==> config.mk <==
export PLATFORM = sky130hd
export DESIGN_NAME = output_channel_scheduler
export DESIGN_NICKNAME = d
export VERILOG_FILES = /design/src/rtl/output_channel_scheduler.sv
export SDC_FILE = /design/constraint.sdc
export NUM_CORES = 1
export LEC_CHECK = 0
export BUFFER_PORTS_ARGS = -buffer_cell sky130_fd_sc_hd__buf_2
export CAP_MARGIN = 20
export CELL_PAD_IN_SITES_DETAIL_PLACEMENT = 1
export CELL_PAD_IN_SITES_GLOBAL_PLACEMENT = 1
export CORE_MARGIN = 2
export CORE_UTILIZATION = 39
export DETAILED_ROUTE_END_ITERATION = 12
export GPL_ROUTABILITY_DRIVEN = 0
export PLACE_DENSITY = 0.92
export SYNTH_ARGS = -nofsm -noshare
export SYNTH_HDL_FRONTEND = slang
export SYNTH_SLANG_ARGS = --single-unit
==> constraint.sdc <==
create_clock -name clk -period 2.5 [get_ports clk]
set_clock_uncertainty 0.1 [all_clocks]
set_input_delay 0.125 -clock clk [delete_from_list [all_inputs] [get_ports clk]]
set_output_delay 0.125 -clock clk [all_outputs]
set_load 0.02 [all_outputs]
==> src/rtl/output_channel_scheduler.sv <==
// Channel-select sequencer for the filter output multiplexer: manual pass-through
// or round-robin scan over enabled channels with a per-channel dwell of i_dwell+1 strobes.
//
// state  | meaning
// IDLE   | no channel selected yet (after reset or with an empty scan mask)
// SETTLE | select just changed; multiplexer output not yet valid
// DWELL  | multiplexer output belongs to the select; counting strobes in scan mode
module output_channel_scheduler #(
    parameter int NUM_FILTERS = 8,
    parameter int DWELL_WIDTH = 8
) (
    input  logic                   clk,
    input  logic                   rst,
    input  logic                   i_mode,
    input  logic [7:0]             i_manual_channel,
    input  logic [NUM_FILTERS-1:0] i_channel_enable,
    input  logic [DWELL_WIDTH-1:0] i_dwell,
    input  logic                   i_sample_strobe,
    output logic [7:0]             o_select_output_channel,
    output logic                   o_channel_valid,
    output logic                   o_frame_start
);

    typedef enum logic [1:0] {IDLE, SETTLE, DWELL} state_t;

    state_t                 state_q, state_d;
    logic [7:0]             sel_q, sel_d;
    logic                   valid_q, valid_d;
    logic                   fs_q, fs_d;
    logic                   mode_q, mode_d;
    logic [DWELL_WIDTH-1:0] cnt_q, cnt_d;

    logic [7:0] en8;
    logic [7:0] man_clip;
    logic [7:0] lowest_ch;
    logic [7:0] next_ch;
    logic       above_found;
    logic       cur_en;
    logic       any_en;
    logic       adv;

    assign en8    = 8'(i_channel_enable);
    assign any_en = |i_channel_enable;

    // Descending scan so the last hit is the lowest match.
    always_comb begin
        man_clip    = (i_manual_channel >= 8'(NUM_FILTERS)) ? 8'd0 : i_manual_channel;
        lowest_ch   = 8'd0;
        next_ch     = 8'd0;
        above_found = 1'b0;
        cur_en      = 1'b0;
        for (int k = NUM_FILTERS - 1; k >= 0; k--) begin
            if (en8[3'(k)]) begin
                lowest_ch = 8'(k);
                if (8'(k) > sel_q) begin
                    next_ch     = 8'(k);
                    above_found = 1'b1;
                end
            end
            if (8'(k) == sel_q) cur_en = en8[3'(k)];
        end
        if (!above_found) next_ch = lowest_ch;
    end

    always_comb begin
        state_d = state_q;
        sel_d   = sel_q;
        valid_d = valid_q;
        fs_d    = 1'b0;
        cnt_d   = cnt_q;
        mode_d  = mode_q;
        adv     = 1'b0;
        case (state_q)
            IDLE: begin
                valid_d = 1'b0;
                if (!i_mode) begin
                    sel_d   = man_clip;
                    mode_d  = 1'b0;
                    state_d = SETTLE;
                end else if (any_en) begin
                    sel_d   = lowest_ch;
                    fs_d    = 1'b1;
                    mode_d  = 1'b1;
                    state_d = SETTLE;
                end else begin
                    sel_d = 8'd0;
                end
            end
            SETTLE: begin
                cnt_d   = '0;
                valid_d = 1'b1;
                state_d = DWELL;
            end
            DWELL: begin
                if (!i_mode) begin
                    if (mode_q || (man_clip != sel_q)) begin
                        sel_d   = man_clip;
                        valid_d = 1'b0;
                        mode_d  = 1'b0;
                        state_d = SETTLE;
                    end
                end else if (!mode_q) begin
                    mode_d  = 1'b1;
                    valid_d = 1'b0;
                    if (any_en) begin
                        sel_d   = lowest_ch;
                        fs_d    = 1'b1;
                        state_d = SETTLE;
                    end else begin
                        sel_d   = 8'd0;
                        state_d = IDLE;
                    end
                end else if (!any_en) begin
                    valid_d = 1'b0;
                    state_d = IDLE;
                end else if (!cur_en) begin
                    adv = 1'b1;
                end else if (i_sample_strobe) begin
                    // >= also catches i_dwell lowered below the running count.
                    if (cnt_q >= i_dwell) adv = 1'b1;
                    else                  cnt_d = cnt_q + 1'b1;
                end
            end
            default: state_d = IDLE;
        endcase
        if (adv) begin
            cnt_d = '0;
            fs_d  = !above_found;
            if (next_ch != sel_q) begin
                sel_d   = next_ch;
                valid_d = 1'b0;
                state_d = SETTLE;
            end
        end
    end

    always_ff @(posedge clk) begin
        if (rst) begin
            state_q <= IDLE;
            sel_q   <= 8'd0;
            valid_q <= 1'b0;
            fs_q    <= 1'b0;
            mode_q  <= 1'b0;
            cnt_q   <= '0;
        end else begin
            state_q <= state_d;
            sel_q   <= sel_d;
            valid_q <= valid_d;
            fs_q    <= fs_d;
            mode_q  <= mode_d;
            cnt_q   <= cnt_d;
        end
    end

    assign o_select_output_channel = sel_q;
    assign o_channel_valid         = valid_q;
    assign o_frame_start           = fs_q;

endmodule

==> flow_metrics.env <==
export IMPL_vias_per_cell=5.531
export IMPL_final_cell_mix="buf_2, dfxtp_1, nor2_1"
export IMPL_sw_frac_of_total_pct=30.45
export IMPL_start_util_pct=40.01
export IMPL_clock_path_buffers=2
export IMPL_grt_pass1_vias=1532
export IMPL_dp_cells=252
export IMPL_switchingPower_mw=0.2344
export IMPL_ant_nets=0
export IMPL_nFillCells=463
export IMPL_end_kind="flip-flop"
export IMPL_maxCapViolations=0
export IMPL_worstHoldPathType="input pin to flip-flop"
export IMPL_clock_sinks=21
export IMPL_core_um2=3633
export IMPL_irDropWorstVdd_mv=0.1864
export IMPL_vias=1416
export IMPL_grt_max_degree=15
export IMPL_path_clk_slew_ps=80
export IMPL_clockPowerShare_pct=29.6
export IMPL_io_pins=38
export IMPL_cp_arrival_ps=2340
export IMPL_slowest_delay_ps=380
export IMPL_die_y_um=65.06
export IMPL_overflow=0
export IMPL_cts_tree="yes"
export IMPL_num_rows=22
export IMPL_root_buffer="clkbuf_8"
export IMPL_relSlewSlack_pct=66.84
export IMPL_areaGrowthSynthToFinish_pct=21.86
export IMPL_crit_chain="ha_1 -> nand2_1 -> nor3_1 -> a21o_1 -> a21oi_1 -> or2_2 -> a221oi_2"
export IMPL_worst_slew_pin_slew_ps=492.2
export IMPL_period_needed_ps=2266
export IMPL_grt_antenna_before_repair=0
export IMPL_synth_cell_types=51
export IMPL_setup_violations=0
export IMPL_path_buf_inv=0
export IMPL_rsz0062_at_grt="no"
export IMPL_fin_total_pwr_mw=0.7700
export IMPL_timing_hold_ws_ps=19.14
export IMPL_critical_path_class="flip-flop to flip-flop"
export IMPL_synth_nets=202
export IMPL_drtIter0Drc=33
export IMPL_antenna_cells=0
export IMPL_crit_path_start_kind="flip-flop"
export IMPL_yosys_warnings=0
export IMPL_drt_total_wl_mm=4.036
export IMPL_worstSkewPairLatency_ps=260
export IMPL_drc=0
export IMPL_post_route_period_util_pct=90.62
export IMPL_grt_pass1_wl_mm=6.844
export IMPL_slew_violations=0
export IMPL_finish_utilization_pct=48.76
export IMPL_first_pass_iters=4
export IMPL_met3_length_um=122
export IMPL_die_area_um2=4232
export IMPL_die_x_um=65.06
export IMPL_p_comb_share_pct=23.8
export IMPL_seq_area_frac_synth_pct=28.92
export IMPL_synth_edf_count=0
export IMPL_routed_wl_met2_mm=2.197
export IMPL_syn_area_per_cell_um2=8.811
export IMPL_status="finished clean"
export IMPL_sequential_cell_area_um2=421.7
export IMPL_syn_cell_area_um2=1454
export IMPL_fmax_ghz=0.4414
export IMPL_required_ps=2570
export IMPL_io_buffers=37
export IMPL_cp_max_fo=4
export IMPL_htreeDepth=1
export IMPL_drive_above_1_share_pct=34.13
export IMPL_final_common_cell="buf_2"
export IMPL_path_delay_family="simple AND/OR/NAND/NOR gates"
export IMPL_wl_per_cell_um=15.77
export IMPL_ys_flop_type="dfxtp_1"
export IMPL_p_int_mw=0.5355
export IMPL_final_nets=246
export IMPL_synthArstFlopShare_pct=0
export IMPL_tns_ps=0
export IMPL_dp_hpwl_mm=3.374
export IMPL_p_per_area_nw_per_um2=434.6
export IMPL_ys_ff_latch=21
export IMPL_seqPwrFrac_pct=46.7
export IMPL_multiInputGateArea_um2=942.2
export IMPL_track_usage_pct=20.54
export IMPL_routed_top_layer="met3"
export IMPL_synthCells=165
export IMPL_power_leakage_nw=0.7996
export IMPL_hold_viol_final=0
export IMPL_wl_met1_mm=1.716
export IMPL_cts_buffers=3
export IMPL_critPathSlowestCell="nor3_1"
export IMPL_instances_no_fill=256
## power by group through the flow
| stage | combinational, mW | sequential (mW) | clock, mW |
|---|---|---|---|
| floorplan | 0.111 | 0.369 | 0 |
| global placement | 0.174 | 0.367 | 0 |
| detailed placement | 0.183 | 0.367 | 0 |
| CTS | 0.183 | 0.359 | 0.239 |
| global route | 0.206 | 0.361 | 0.245 |
| finish | 0.183 | 0.359 | 0.228 |
## state kept, by name, indices dropped and copies added (netlist names)
name and flops:
o_channel_valid 1, o_frame_start 1, mode_q 1, cnt_q 8, o_select_output_channel 8, state_q 2
## per-layer routing
metal | global-route usage (%) | up-vias
met5 | 0 | -
met4 | 5.208 | 0
met1 | 23.35 | 687
li1 | - | 696
met3 | 1.736 | 0
met2 | 40.59 | 33
## cell type report
type                       count  share of cell area [%]
multi-input combinational    124                   53.18
sequential                    21                   23.80
timing repair buffer          46                   14.27
tap                           48                   3.390
inverter                      13                   2.754
clock buffer                   3                   2.331
clock inverter                 1                  0.2825
## cells in the mapped netlist, types with 2 or more instances
cell type | instances | area share, %
a2111oi_0 | 2 | 1.2
a211oi_1 | 2 | 1.0
a21o_1 | 2 | 1.0
a21oi_1 | 9 | 3.1
a311oi_1 | 2 | 1.2
a31oi_1 | 3 | 1.3
a32oi_1 | 2 | 1.2
and3_1 | 3 | 1.3
buf_6 | 2 | 1.5
clkbuf_1 | 3 | 0.77
dfxtp_1 | 21 | 29
ha_1 | 9 | 7.7
inv_1 | 13 | 3.4
nand2_1 | 8 | 2.1
nand3_1 | 2 | 0.69
nand4_1 | 4 | 1.7
nor2_1 | 14 | 3.6
nor2b_1 | 2 | 0.86
nor3_1 | 10 | 3.4
nor3_2 | 3 | 2.1
nor3b_1 | 5 | 2.6
o2111ai_1 | 3 | 1.8
o21ai_0 | 5 | 1.7
or4_4 | 3 | 2.3
xor2_1 | 7 | 4.2
## cell families after synthesis
logic type	synth area share, %
flip-flops	28.92
buffers and inverters	6.540
AND/OR/NAND/NOR	28.49
AO/OA/AOI/OAI	21.95
XOR/XNOR	4.819
multiplexers	1.549
adder cells (fa/ha/maj)	7.745
## repair_timing
action / CTS / global route
endpoints found under the setup margin: 0 / 12
gates resized for setup: 0 / 3
setup buffers: 0 / 0
hold buffers: 0 / 0
## path summary, 6_finish.rpt
path	start	to	slack (ps)	cells past startpoint
hold reg to reg	o_select_output_channel[6]	o_select_output_channel[6]	410	1
setup reg to reg	cnt_q[5]	o_select_output_channel[1]	230	7
hold / removal	rst	o_select_output_channel[1]	20	2
setup / recovery	cnt_q[5]	o_select_output_channel[1]	230	7
## worst register-to-register path: stages (launching register included)
cell and delay [ps]:
dfxtp_1 350, ha_1 320, nand2_1 60, nor3_1 380, a21o_1 210, a21oi_1 130
or2_2 360, a221oi_2 270
## through the flow
stage | worst slack [ps] | area, µm²
2_1_floorplan | 317.2 | 1454
3_3_place_gp | 215.5 | 1720
3_5_place_dp | 77.81 | 1720
4_1_cts | 72.93 | 1767
5_1_grt | 19.17 | 1772
6_report | 234.4 | 1772
(Power assumes the default switching activity.)
